File: src/rtl/fsm3_stim_driver.sv
// Stimulus driver for a 3-state counter FSM: steps the DUT to a requested state,
// holds it for a number of idle cycles, and checks its output against a shadow model.
module fsm3_stim_driver #(
  parameter int HOLD_W = 4,
  parameter int CNT_W  = 8
) (
  input  logic              clk,
  input  logic              rst,
  input  logic              req_valid,
  output logic              req_ready,
  input  logic [1:0]        req_target,
  input  logic [HOLD_W-1:0] req_hold,
  output logic              din,
  input  logic              dout_obs,
  output logic [1:0]        shadow_state,
  output logic              busy,
  output logic              done,
  output logic              bad_req,
  output logic              mismatch,
  output logic [CNT_W-1:0]  err_cnt
);

  typedef enum logic [1:0] {IDLE, STEP, HOLD, DONE} state_t;

  state_t            r_state;
  state_t            w_next;
  logic [1:0]        r_steps;
  logic [HOLD_W-1:0] r_hold;
  logic [1:0]        r_shadow;
  logic              r_bad;
  logic              r_mism;
  logic [CNT_W-1:0]  r_err;

  logic              w_accept;
  logic              w_illegal;
  logic [1:0]        w_steps;
  logic [HOLD_W-1:0] w_hold_eff;
  logic              w_exp;
  logic              w_fail;

  // Forward distance around the s0->s1->s2 ring.
  function automatic logic [1:0] steps_to(input logic [1:0] tgt, input logic [1:0] cur);
    logic [2:0] d;
    d = {1'b0, tgt} + 3'd3 - {1'b0, cur};
    if (d >= 3'd3) d = d - 3'd3;
    return d[1:0];
  endfunction

  function automatic logic [CNT_W-1:0] sat_inc(input logic [CNT_W-1:0] v);
    return (&v) ? v : v + CNT_W'(1);
  endfunction

  assign w_accept   = req_valid && (r_state == IDLE);
  assign w_illegal  = (req_target == 2'd3);
  assign w_steps    = w_illegal ? 2'd0 : steps_to(req_target, r_shadow);
  assign w_hold_eff = w_illegal ? '0 : req_hold;
  assign w_exp      = (r_shadow == 2'd2);
  assign w_fail     = (dout_obs != w_exp);

  always_ff @(posedge clk) begin
    if (rst) r_state <= IDLE;
    else     r_state <= w_next;
  end

  always_comb begin
    w_next = r_state;
    case (r_state)
      IDLE: if (w_accept) begin
        if (w_steps != 2'd0)       w_next = STEP;
        else if (w_hold_eff != '0) w_next = HOLD;
        else                       w_next = DONE;
      end
      STEP: if (r_steps == 2'd1) w_next = (r_hold != '0) ? HOLD : DONE;
      HOLD: if (r_hold == HOLD_W'(1)) w_next = DONE;
      DONE: w_next = IDLE;
      default: w_next = IDLE;
    endcase
  end

  always_comb begin
    din       = (r_state == STEP);
    busy      = (r_state != IDLE);
    done      = (r_state == DONE);
    req_ready = (r_state == IDLE);
  end

  // Request counters are only meaningful after an accept, so they carry no reset.
  always_ff @(posedge clk) begin
    if (w_accept) begin
      r_steps <= w_steps;
      r_hold  <= w_hold_eff;
    end else begin
      if (r_state == STEP) r_steps <= r_steps - 2'd1;
      if (r_state == HOLD) r_hold  <= r_hold - HOLD_W'(1);
    end
  end

  always_ff @(posedge clk) begin
    if (rst) begin
      r_shadow <= 2'd0;
      r_bad    <= 1'b0;
      r_mism   <= 1'b0;
      r_err    <= '0;
    end else begin
      if (din) r_shadow <= (r_shadow == 2'd2) ? 2'd0 : r_shadow + 2'd1;
      if (w_accept && w_illegal) r_bad <= 1'b1;
      if (w_fail) begin
        r_mism <= 1'b1;
        r_err  <= sat_inc(r_err);
      end
    end
  end

  assign shadow_state = r_shadow;
  assign bad_req      = r_bad;
  assign mismatch     = r_mism;
  assign err_cnt      = r_err;

endmodule

File: config.mk
export PLATFORM = sky130hd
export DESIGN_NAME = fsm3_stim_driver
export DESIGN_NICKNAME = d
export VERILOG_FILES = /design/src/rtl/fsm3_stim_driver.sv
export SDC_FILE = /design/constraint.sdc
export NUM_CORES = 1
export LEC_CHECK = 0
export CAP_MARGIN = 5
export CORE_MARGIN = 1
export CORE_UTILIZATION = 50
export CTS_CLUSTER_DIAMETER = 200
export DETAILED_ROUTE_END_ITERATION = 8
export HOLD_SLACK_MARGIN = 0.08
export PLACE_DENSITY = 0.79
export SETUP_SLACK_MARGIN = 0.2
export SLEW_MARGIN = 5
export SYNTH_ARGS = -nofsm -noshare
export SYNTH_HDL_FRONTEND = slang
export SYNTH_SLANG_ARGS = --single-unit
export TNS_END_PERCENT = 50
File: constraint.sdc
create_clock -name clk -period 3.7 [get_ports clk]
set_input_delay 1.11 -clock clk [delete_from_list [all_inputs] [get_ports clk]]
set_output_delay 1.11 -clock clk [all_outputs]
set_load 0.05 [all_outputs]
-- Word-level counts from Yosys, hierarchy flattened
Cells that the tools add are included.
- flip-flop bits (word level): 20
- latch bits: 0
- bits in writable memories: 0
- ROM bits: 0
- bits of input ports: 10
- output and inout bits: 16
- memories: 0
- add/sub/neg operators: 7
- multipliers: 0
- divide/modulo/power cells: 0
- $lt $le $gt $ge: 1
- equality and inequality tests: 11
- shifts and indexed selects: 0
- mux-type cells: 15
- bitwise operators: 1
- reduce and logical (&&, ||, !) cells: 12
- operators by type and width (kind ; count):
    $mux W2 ; 9
    $mux W4 ; 3
    $add A8 B1 Y8 const B ; 1
    $eq A2 B2 Y1 const B ; 4
    $pmux W2 S4 ; 1
    $reduce_and A8 Y1 ; 1
    $reduce_bool A2 Y1 ; 4
    $reduce_bool A4 Y1 ; 2
    $eq A2 B1 Y1 const B ; 2
    $eq A4 B1 Y1 const B ; 1
    $ne A2 B1 Y1 const B ; 2
    $sub A4 B1 Y4 const B ; 1
    $add A2 B2 Y3 const B ; 1
    $ge A3 B2 Y1 const B ; 1
    $reduce_and A3 Y1 ; 1
    $sub A3 B2 Y3 ; 1
    $add A2 B1 Y2 const B ; 1
    $logic_and A1 B1 Y1 ; 2
    $logic_not A2 Y1 ; 1
    $mux W1 ; 2
    $ne A2 B2 Y1 const B ; 1
    $reduce_and A2 Y1 ; 1
    $sub A2 B1 Y2 const B ; 1
    $sub A2 B2 Y2 const B ; 1
    2 further kinds ; 2

-- Longest topological paths before layout
Gate-level depths: netlist of run 1.
- depth in word-level cells: 9
- depth in mapped cells: 8

-- Worst setup path after synthesis of run 1
No wires, ideal clock.
- path kind: input to register
- from: in req_target[0]
- to: reg r_state[0]
- library setup time: 0.101 ns
- arrival: 2.906 ns
- path slack: 0.693 ns
- cell stages on the path: 7
- path through: ha_1 > fa_1 > ha_1 > or4b_1 > o21ai_0 > nor4b_1 > o41ai_1
- word-level cells in the longest chain between the ends: 9
- RTL lines (what ; RTL line ; source):
    start, declared ; 11 ; input logic [1:0] req_target,
    $add A2 B2 Y3 ; 44 ; d = {1'b0, tgt} + 3'd3 - {1'b0, cur};
    $sub A3 B2 Y3 ; 44 ;
    $ge A3 B2 Y1 or $sub A2 B2 Y2 (tied branches) ; 45 ; if (d >= 3'd3) d = d - 3'd3;
    $mux W2 ; 45 ;
    $mux W2 ; 55 ; assign w_steps = w_illegal ? 2'd0 : steps_to(req_target, r_shadow);
    $reduce_bool A2 Y1 ; 69 ; if (w_steps != 2'd0) w_next = STEP;
    $mux W2 * ; 69 ;
    $mux W2 * ; 68 ; IDLE: if (w_accept) begin
    $pmux W2 S4 * ; 67 ; case (r_state)
    end signal, assigned ; 62 ; else r_state <= w_next;
    end, declared ; 25 ; state_t r_state;
Mark *: on every way between the ends. The rest lies on a longest branch, timed or not. The select of a mux whose other input is x is not followed.
A chain may end at the register's enable or synchronous reset.

-- Final worst setup path of run 1
Same ends and word-level chain as after synthesis.

==> impl_metrics.tcl, run 1 <==
set metrics [dict create \
    cp_common_cell "ha_1" \
    finalSetupViolCount 0 \
    powerDensity_nw_per_um2 723 \
    crit_path_start_kind "input pin" \
    cts_hold_buf 0 \
    crit_family "adder cells" \
    crit_buf_inv 1 \
    ant_nets 0 \
    seqPwrFrac_pct 32.0 \
    dp.cells 186 \
    skew_ps 5.55 \
    max_slew_margin_pct 56.9 \
    clk_pin_slew_ps 120 \
    synth_top_area_share_pct 23.0 \
    io_pins 26 \
    status "finished clean" \
    ys_top_cells_by_area "dfxtp_1, edfxtp_1, ha_1" \
    die_y_um 51.3 \
    first_pass_iters 7 \
    finalCritPeriodShare_pct 90.0 \
    drc 0 \
    ir_drop_v 0.000513 \
    synth_ff_type "dfxtp_1" \
    max_freq_ghz 0.300 \
    worst_pin_slew_ps 645 \
    ys_seq_area_share_pct 37.8 \
    postCtsSetupRepairBufs 0 \
    syn_to_final_growth_pct 26.2 \
    portBuffers 25 \
    clk_latency_ps 310 \
    fp.coreArea_um2 2250 \
    drive_gt1_share_pct 3.70 \
    n_antenna_cell 0 \
    cp.required_ps 3910 \
    syn_area_um2 1220 \
    viasPerCell 5.85 \
    drt_wl_total_um 2640 \
    routedWlPerCell_um 13.9 \
    dieWidth_um 51.3 \
    rsz0062_at_grt "false" \
    crit_fanout 4 \
    final_cells 190 \
    ctsLongestPathBuffers 2 \
    drv_slew 0 \
    h-tree-depth 1 \
    cts_buffers 3 \
    die_area_um2 2640 \
    syn_nets 158 \
    yosys.area.top_type "dfxtp_1" \
    finalCriticalPeriod_ps 3330 \
    fin_tns_setup_ps 0 \
    comb_power_share_pct 51.7 \
    finalNetCount 185 \
    crit_chain "clkdlybuf4s50_1, ha_1, fa_1, ha_1, or4b_1, o21ai_0, nor4b_1, o41ai_1" \
    cts-root-buf "clkbuf_4" \
    arrival_ps 3540 \
    post-dp-hpwl_um 1980 \
    rows 17 \
    routed-via-count 1112 \
    gr-total-overflow 0 \
    leakagePower_nw 0.567 \
    swShare_pct 43.4 \
    grt_max_degree 19 \
    critPathMaxStageDelay_ps 510 \
    initial_core_util_pct 54.0 \
    async_reset_ff_share_pct 0 \
    fillCellCount 203 \
    hold_viol 0 \
    cts_tree "done" \
    critPathKind "input pin to flip-flop" \
    switchingPower_mw 0.482 \
    clockPowerShare_pct 16.3 \
    avgSynthCellArea_um2 8.95 \
    p_int_mw 0.630 \
    synth_cell_types 38 \
    max_cap_viol_count 0 \
    drt_iter0_drc 43 \
    synth_edf_count 6 \
    ys_seq_elements 20 \
    first_global_vias 1038 \
    ctsResizeCount 0 \
    cp_slowest_cell "or4b_1" \
    cts.sinks 20 \
    cp-end-kind "flip-flop" \
    antenna_found_initial 0 \
    grt_use_total_pct 23.1 \
    place_congestion 0.840 \
    grt_pass1_wl_um 4520 \
    syn_inst 136 \
    holdCritPathClass "flip-flop to flip-flop" \
    yosysWarnings 0 \
]
==> cell families (layout without fill, tap and decap cells) <==
kind of cell             count (synthesis)  in the layout  synth area share [%]
AND/OR/NAND/NOR                         53             53                  23.1
AO/OA/AOI/OAI                           29             29                  15.2
flip-flops                              20             20                  37.8
buffers and inverters                   16             42                  5.55
adder cells (fa/ha/maj)                 12             12                  12.9
XOR/XNOR                                 4              4                  3.50
multiplexers                             2              2                  1.85
==> worst reg2reg max path: cells and delay by family (launching register included) <==
family | cells | cell delay [ps]
fa+ha+maj | 3 | 920
simple gates | 2 | 600
flops | 1 | 400
buf+inv | 1 | 80
compound gates | 2 | 410
==> Yosys cell counts (all sizes together) (2+ instances only) <==
master and instances:
inv 13, nor3 7, nor4 3, o31ai 2, dfxtp 14, o21ai 9, xnor2 3, a21oi 8
nand3 3, nand2 13, nor2 11, buf 2, or4 3, nand2b 2, nand3b 3, mux2 2
o41ai 3, edfxtp 6, or3 2, ha 11
==> power by group through the flow <==
stage               registers (mW)  clock network (mW)  logic [mW]
floorplan                    0.386                   0       0.385
global placement             0.359                   0       0.546
detailed placement           0.362                   0       0.567
CTS                          0.357               0.185       0.573
global route                 0.366               0.190       0.631
finish                       0.356               0.181       0.574
==> area by class of cell <==
type	instances	area (um2)	area share, %
Sequential cell	20	460	30.0
Multi-Input combinational cell	100	689	44.9
Clock inverter	1	30.0	1.95
Tap cell	28	35.0	2.28
Clock buffer	3	22.5	1.47
Inverter	13	48.8	3.18
Timing Repair Buffer	25	250	16.3
==> registers in the layout (all words and copies together) (netlist names) <==
name          count
err_cnt           8
r_hold            4
r_state           2
r_steps           2
shadow_state      2
bad_req           1
mismatch          1
==> final timing paths <==
path | start | end | slack, ps | cells past startpoint
worst max register to register | shadow_state[0] | r_state[0] | 1210 | 8
worst min-delay path | mismatch | mismatch | 500 | 2
worst min register to register | mismatch | mismatch | 500 | 2
worst max-delay path | req_target[0] | r_state[0] | 370 | 8
==> cells in the final DEF (no fill, tap or decap), types with 2 or more instances in the layout <==
cell type,instances
clkdlybuf4s50_1,25
dfxtp_1,14
inv_1,13
nand2_1,13
nor2_1,11
ha_1,11
o21ai_0,9
a21oi_1,8
nor3_1,7
edfxtp_1,6
xnor2_1,3
nand3_1,3
o41ai_1,3
or4_1,3
nor4_1,3
nand3b_1,3
clkbuf_4,3
or3_1,2
mux2_1,2
o31ai_1,2
==> stage by stage <==
| step | total power, mW | cell area (um2) | setup slack, ps | utilization (%) | hold WS (ps) |
|---|---|---|---|---|---|
| 2_1_floorplan | 0.771 | 1220 | 693 | - | 498 |
| 3_3_place_gp | 0.905 | 1480 | 147 | 65.8 | 454 |
| 3_5_place_dp | 0.929 | 1480 | 68.4 | 65.8 | 472 |
| 4_1_cts | 1.11 | 1540 | 389 | 68.1 | 501 |
| 5_1_grt | 1.19 | 1540 | 233 | 68.1 | 522 |
| 6_report | 1.11 | 1540 | 369 | 68.1 | 497 |
==> layer usage <==
metal / up-vias / share of wire (%) / track usage (%)
met2: 38 / 49 / 39.9
met1: 525 / 45 / 29.1
li1: 545 / - / -
met3: 4 / 5.0 / 3.57
met5: - / 0 / 0
met4: 0 / 0.91 / 8.11
(Power assumes the default switching activity.)
==> run 2, diff against run 1 <==
Settings changed: SLEW_MARGIN 5 to default.
==> results of run 2 <==
The final DEF is identical to that of run 1; final timing and power are the same.
